**src/rtl/md_bus_pkg.sv**
```systemverilog
// Shared constants, state encoding and address-decode helper for the md_bus master.
package md_bus_pkg;

  localparam int T_STROBE    = 8;
  localparam int T_RECOV     = 2;
  localparam int TIMEOUT_MAX = 255;

  // Byte-address bits [23:22] that select the low chip-enable region.
  localparam logic [1:0] CE_LO_SEL = 2'b00;

  typedef enum logic [1:0] {
    IDLE    = 2'd0,
    SETUP   = 2'd1,
    STROBE  = 2'd2,
    RECOVER = 2'd3
  } state_t;

  // addr is a word address, so byte-address bits [23:22] live at [22:21].
  function automatic logic is_ce_lo(input logic [22:0] addr);
    return addr[22:21] == CE_LO_SEL;
  endfunction

endpackage

```
**src/rtl/md_bus_master.sv**
```systemverilog
// Asynchronous-strobe bus master: one request at a time, SETUP/STROBE/RECOVER timing.
// Optional strobe timeout compiled in with MD_BUS_TIMEOUT_EN.
//
// state   | meaning
// IDLE    | req_ready high, waiting for a request
// SETUP   | address (and write data) driven, strobes high
// STROBE  | strobes active; min T_STROBE cycles, then wait for dtak_n unless ce_lo region
// RECOVER | strobes high, address held; rsp_valid on last cycle
module md_bus_master
  import md_bus_pkg::*;
(
  input  logic        clk,
  input  logic        rst,
  input  logic        req_valid,
  output logic        req_ready,
  input  logic        req_we,
  input  logic [22:0] req_addr,
  input  logic [15:0] req_wdata,
  input  logic [1:0]  req_be,
  output logic        rsp_valid,
  output logic [15:0] rsp_rdata,
  output logic        rsp_err,
  output logic [22:0] bus_addr,
  output logic [15:0] bus_dout,
  output logic        bus_doe,
  input  logic [15:0] bus_din,
  output logic        as_n,
  output logic        ce_lo_n,
  output logic        oe_n,
  output logic        we_lo_n,
  output logic        we_hi_n,
  input  logic        dtak_n
);

  state_t      state, state_nx;
  logic [2:0]  cnt, cnt_nx;
  logic        we_q;
  logic [1:0]  be_q;
  logic        ce_lo_q;
  logic        ack_seen;
  logic        ack_now;
  logic [15:0] rdata_q;
  logic        rd_pend;
  logic        handshake;
  logic        strobe_end;
  logic        timeout_hit;
  logic        last_rec_nx;
  logic        strobe_nx;
  logic        doe_nx;

  assign req_ready = (state == IDLE);
  assign handshake = req_valid & req_ready;
  // dtak_n is sticky once seen so a short acknowledge pulse before the minimum is not lost.
  assign ack_now   = ack_seen | ~dtak_n;

`ifdef MD_BUS_TIMEOUT_EN
  logic [7:0] tmo;
  logic       err_q;

  always_ff @(negedge clk or negedge rst) begin
    if (!rst) begin
      tmo     <= '0;
      err_q   <= 1'b0;
      rsp_err <= 1'b0;
    end else begin
      if (state == SETUP)
        tmo <= 8'(TIMEOUT_MAX - 1);
      else if (state == STROBE && tmo != 8'd0)
        tmo <= tmo - 8'd1;
      if (handshake)
        err_q <= 1'b0;
      else if (strobe_end && timeout_hit)
        err_q <= 1'b1;
      rsp_err <= last_rec_nx & err_q;
    end
  end

  assign timeout_hit = (state == STROBE) && !ce_lo_q && !ack_now && (tmo == 8'd0);
`else
  assign timeout_hit = 1'b0;
  assign rsp_err     = 1'b0;
`endif

  always_comb begin
    state_nx   = state;
    cnt_nx     = cnt;
    strobe_end = 1'b0;
    case (state)
      IDLE: if (handshake) state_nx = SETUP;
      SETUP: begin
        state_nx = STROBE;
        cnt_nx   = 3'(T_STROBE - 1);
      end
      STROBE: begin
        if (cnt != 3'd0) cnt_nx = cnt - 3'd1;
        strobe_end = ((cnt == 3'd0) && (ce_lo_q || ack_now)) || timeout_hit;
        if (strobe_end) begin
          state_nx = RECOVER;
          cnt_nx   = 3'(T_RECOV - 1);
        end
      end
      RECOVER: begin
        if (cnt == 3'd0) state_nx = IDLE;
        else             cnt_nx   = cnt - 3'd1;
      end
      default: state_nx = IDLE;
    endcase

    last_rec_nx = (state_nx == RECOVER) && (cnt_nx == 3'd0);
    strobe_nx   = (state_nx == STROBE);
    // Data bus stays driven through the first RECOVER cycle to cover write hold time.
    if (handshake)
      doe_nx = req_we;
    else
      doe_nx = we_q && (strobe_nx || (state_nx == SETUP) ||
                        (state == STROBE && state_nx == RECOVER));
  end

  always_ff @(negedge clk or negedge rst) begin
    if (!rst) begin
      state     <= IDLE;
      cnt       <= '0;
      we_q      <= 1'b0;
      be_q      <= '0;
      ce_lo_q   <= 1'b0;
      ack_seen  <= 1'b0;
      rdata_q   <= '0;
      rd_pend   <= 1'b0;
      bus_addr  <= '0;
      bus_dout  <= '0;
      bus_doe   <= 1'b0;
      as_n      <= 1'b1;
      ce_lo_n   <= 1'b1;
      oe_n      <= 1'b1;
      we_hi_n   <= 1'b1;
      we_lo_n   <= 1'b1;
      rsp_valid <= 1'b0;
      rsp_rdata <= '0;
    end else begin
      state <= state_nx;
      cnt   <= cnt_nx;
      if (handshake) begin
        we_q     <= req_we;
        be_q     <= req_be;
        ce_lo_q  <= is_ce_lo(req_addr);
        bus_addr <= req_addr;
        rd_pend  <= 1'b0;
        if (req_we) bus_dout <= req_wdata;
      end
      if (state == SETUP)
        ack_seen <= 1'b0;
      else if (state == STROBE && !dtak_n)
        ack_seen <= 1'b1;
      if (strobe_end && !we_q && !timeout_hit) begin
        rdata_q <= bus_din;
        rd_pend <= 1'b1;
      end
      bus_doe   <= doe_nx;
      as_n      <= !strobe_nx;
      ce_lo_n   <= !(strobe_nx && ce_lo_q);
      oe_n      <= !(strobe_nx && !we_q);
      we_hi_n   <= !(strobe_nx && we_q && be_q[1]);
      we_lo_n   <= !(strobe_nx && we_q && be_q[0]);
      rsp_valid <= last_rec_nx;
      if (last_rec_nx && rd_pend) rsp_rdata <= rdata_q;
    end
  end

endmodule

```
**config.mk**
```make
export PLATFORM = sky130hd
export DESIGN_NAME = md_bus_master
export DESIGN_NICKNAME = d
export VERILOG_FILES = /design/src/rtl/md_bus_pkg.sv /design/src/rtl/md_bus_master.sv
export SDC_FILE = /design/constraint.sdc
export NUM_CORES = 1
export LEC_CHECK = 0
export CAP_MARGIN = 20
export CELL_PAD_IN_SITES_DETAIL_PLACEMENT = 1
export CELL_PAD_IN_SITES_GLOBAL_PLACEMENT = 2
export CORE_ASPECT_RATIO = 0.9
export CORE_UTILIZATION = 30
export DETAILED_ROUTE_END_ITERATION = 7
export PLACE_DENSITY = 0.89
export SYNTH_ARGS = -nofsm -noshare
export SYNTH_HDL_FRONTEND = slang
export SYNTH_SLANG_ARGS = --single-unit
```
**constraint.sdc**
```tcl
create_clock -name clk -period 6.9 [get_ports clk]
set_clock_uncertainty 0.1 [all_clocks]
set_input_delay 0.69 -clock clk [delete_from_list [all_inputs] [get_ports clk]]
set_output_delay 0.69 -clock clk [all_outputs]
set_load 0.01 [all_outputs]
```
* After elaboration in Yosys (flattened, before gate mapping)
Index checks and enable logic that the tools add are counted.
** Word-level totals
- Flip-flop bits (word level) :: 89
- Input port bits :: 62
- Output and inout port bits :: 64
- Logic and storage cells :: 72
** Operators by class
- Add/subtract/negate cells :: 1
- Eq/ne operators :: 6
- Muxes and demuxes :: 14
- Bitwise operators :: 3
- Reduce and logical (&&, ||, !) cells :: 30
** Operator list (number)
- 1-bit logical AND :: 12
- 3-bit two-way mux :: 3
- 3-bit case mux with 3 select lines :: 1
- 2-bit == test (second input constant) :: 4
- 2-bit case mux with 4 select lines :: 1
- 1-bit zero test :: 7
- 3-bit zero test :: 2
- 1-bit two-way mux :: 6
- 2-bit two-way mux :: 3
- 2-bit by 1-bit == test with 1-bit output (second input constant) :: 2
- 2-bit zero test :: 2
- 2-bit nonzero test :: 2
- 1-bit logical OR :: 3
- 3-bit nonzero test :: 1
- 3-bit by 1-bit subtractor with 3-bit output (second input constant) :: 1
- 2-bit AND reduction :: 1
- 1-bit AND :: 1
- 1-bit NOT :: 1
- 1-bit OR :: 1

* Logic depth before layout (Yosys ltp)
- Word-level depth :: 11
- Gate-level depth with buffers :: 12

==> summary.md <==
| Metric | Value |
|---|---|
| Critical path buffers and inverters | 1 |
| Starting Density | between 30% and 40% |
| Clock Root Buffer | clkbuf_16 |
| Cell area after synthesis | around 0.0035 mm² |
| Max-cap violations | 0 |
| Post-synth top area share | roughly 60% |
| Post-route setup slack | a little over 0.4 ns |
| Cell at the slowest stage of the critical path | or4_4 |
| Post-detailed-route wirelength per cell | about 15 µm |
| Share of cells above drive strength 1 | around a fifth |
| Routed vias | approximately 2.5k |
| Worst hold slack | ~0.31 ns |
| Post-cts gate resize count | 0 |
| Clock latency on the worst-skew pair | 0.34 ns |
| Total CTS buffers | 9 |
| Clock transition at path regs | 0.05 ns |
| Pre-CTS worst setup slack | 0.0846 ns |
| Design area | roughly 0.0052 mm² |
| Layout Utilization | 45.8% |
| Synthesized instance count | 279 |
| Tot Pwr | 2.42 mW |
| Nets@finish | between 400 and 500 |
| Slew Limit Fails | 0 |
| Largest net degree at the start of global routing | 50 |
| Fillers | about 1.2k |
| Power per cell area | around 460 mW/mm² |
| Die width | around 120 µm |
| Measured slew at the worst slew-check pin | about 0.63 ns |
| CTS tree | yes |
| CTS sink count | a little under 90 |
| Routed Antenna Nets | 0 |
| CTS max path bufs | 2 |
| Distinct cells, synth | 36 |
| Synth warnings | 0 |
| Postcts setup bufs | 0 |
| CP cell instances | clkdlybuf4s50_1 -> a2111oi_2 -> a21oi_1 -> o21ai_0 -> ha_1 -> nand2_1 -> or4_4 -> mux2_4 |
| Worst hold path depth | 1 |
| Area after DPL | around 0.0049 mm² |
| Vias per cell | approximately 4.4 |
| Final hold vios | 0 |
| Post-Route WL | ~8700 µm |
| P_leak | about 2.4 nW |
| Reg2reg start | cnt[0] |
| Yosys reg bits | 89 |
| Hold crit path type | flop to flop |
| Cell accounting for the most synthesized area | dfrtn_1 |
| Critical Path Start | dtak_n |
| Vias in the first global route | 2,803 |
| Starting DRT DRC Count | 60 |
| CP Depth | 8 |
| Largest stage delay, worst path | approximately 0.59 ns |
| Main area contributors after synthesis | dfrtn_1 60%, mux2_2 12%, nand2_1 8.7% |
| Post-synthesis sequential area ratio | approximately 64% |
| Asr flop ratio synth | 100% |
| Pre-Repair DR Iteration Count | 4 |
| Layout Cells excl Fill | roughly 570 |
| Critical path class | primary input to flop |
| Mean Syn Cell Area | 12.6 µm² |
| Startpoint Class | primary input |
| First-pass GRT wire length | between 10,000 and 15,000 µm |
| Hold path startpoint | be_q[1] |
| Grt ovf | 0 |
| Worst EP required | ~3.5 ns |
| CTS Hold Buffers Added | 0 |
| # setup viols final | 0 |
| Core ar. | between 0.01 and 0.015 mm² |
| IO Pins | about 130 |
| Rows | 37 |
| Post-synth top cells | 84 x dfrtn_1, 81 x nand2_1, 38 x mux2_2 |
| Hpwl dp | between 6000 and 7000 µm |
| Cells after DPL | around 550 |
| Setup_tns | 0 ns |
| GRT Total Usage | ~15% |
| Initial antenna violation count | 0 |
| CP Capture Type | flop |
| Synth Net Count | roughly 350 |
| R2R depth | 10 |
| Max Fanout on Critical Path | 16 |
| ANT cells | 0 |
| # port buffers | approximately 120 |
| Slew margin rel. | approximately 58% |
| Critical path data arrival time | approximately 3.1 ns |
| Status | complete, no violations |
| Area grow syn2layout | 49.2% |
| Maximum level of the CTS H-tree | 3 |
| Residual DRC | 0 |
| Ys flop type | dfrtn_1 |
| Die area | 0.0121 mm² |
| Die H | around 100 µm |
| GPL Wtd Cong | 0.743 |
| CP delay by family, top | compound AO/OA/AOI/OAI gates |
| VDD IR max | 0.158 mV |
| Count leader, synth | dfrtn_1 |
| Post-synth EDFFs | 0 |
| Setup repair after global routing missed its margin | no |
## path summary, 6_finish.rpt
check	slack, ns	endpoint
max	0.40	rsp_rdata[6]
max reg2reg	3.87	rsp_rdata[6]
min reg2reg	0.31	we_hi_n
max in group asynchronous	2.29	as_n
min in group asynchronous	3.60	rsp_rdata[13]
min	0.31	we_hi_n
## cells in the final DEF (no fill, tap or decap), types with 2 or more instances in the layout
master,Yosys,routed
nor3_1,3,3
nand2b_1,2,2
a21oi_1,2,2
nor2_1,5,5
dfstp_2,5,5
dfrtn_1,84,84
clkinvlp_4,0,2
clkdlybuf4s50_1,0,123
nand2_1,81,81
nand3_1,3,3
o21bai_1,2,2
inv_1,10,14
clkbuf_16,0,9
mux2_4,10,10
ha_1,4,4
buf_4,1,7
mux2_2,38,38
## power by group
part	leakage (nW)	internal, mW	switching (mW)
clock	0.163	0.285	0.209
sequential	1.07	0.807	0.146
combinational	1.14	0.580	0.391
## per-layer routing
metal	up-vias	GRT usage (%)	part of all wire (%)
li1	1181	-	-
met1	1224	18.9	43
met2	100	24.3	46
met3	8	7.08	10
met4	0	4.49	0.77
met5	-	0	0
## sequential cells by signal, indices dropped and copies added (netlist names)
| name | flops |
|---|---|
| ack_seen | 1 |
| as_n | 1 |
| be_q | 2 |
| bus_addr | 23 |
| bus_doe | 1 |
| bus_dout | 16 |
| ce_lo_n | 1 |
| ce_lo_q | 1 |
| cnt | 3 |
| oe_n | 1 |
| rd_pend | 1 |
| rdata_q | 16 |
| rsp_rdata | 16 |
| rsp_valid | 1 |
| state | 2 |
| we_hi_n | 1 |
| we_lo_n | 1 |
| we_q | 1 |
## layout make-up
| cell class | count | area (µm²) | share of cell area (%) |
|---|---|---|---|
| flip-flops and latches | 89 | 2230 | 42.6 |
| repair buffers | 131 | 1300 | 24.9 |
| multi-input cells | 167 | 1160 | 22.2 |
| clock buffers | 10 | 229 | 4.37 |
| well taps | 156 | 195 | 3.72 |
| clock inverters | 11 | 85.1 | 1.62 |
| inverters | 9 | 33.8 | 0.644 |
## logic make-up after synthesis
| family | synth area share, % |
|---|---|
| fa+ha+maj | 1.42 |
| compound gates | 2.92 |
| other cells | 0.107 |
| flops | 63.6 |
| xor+xnor | 0.249 |
| buf+inv | 3.35 |
| mux | 16.5 |
| simple gates | 11.9 |
## worst reg2reg max path, stage by stage (launching register included)
cell and delay [ns]:
dfrtn_1 0.32, inv_1 0.13, ha_1 0.22, inv_1 0.08, a2111oi_2 0.41, a21oi_1 0.07
o21ai_0 0.28, ha_1 0.24, nand2_1 0.08, or4_4 0.59, mux2_4 0.35
No activity file was read; power rests on OpenSTA's default activity.
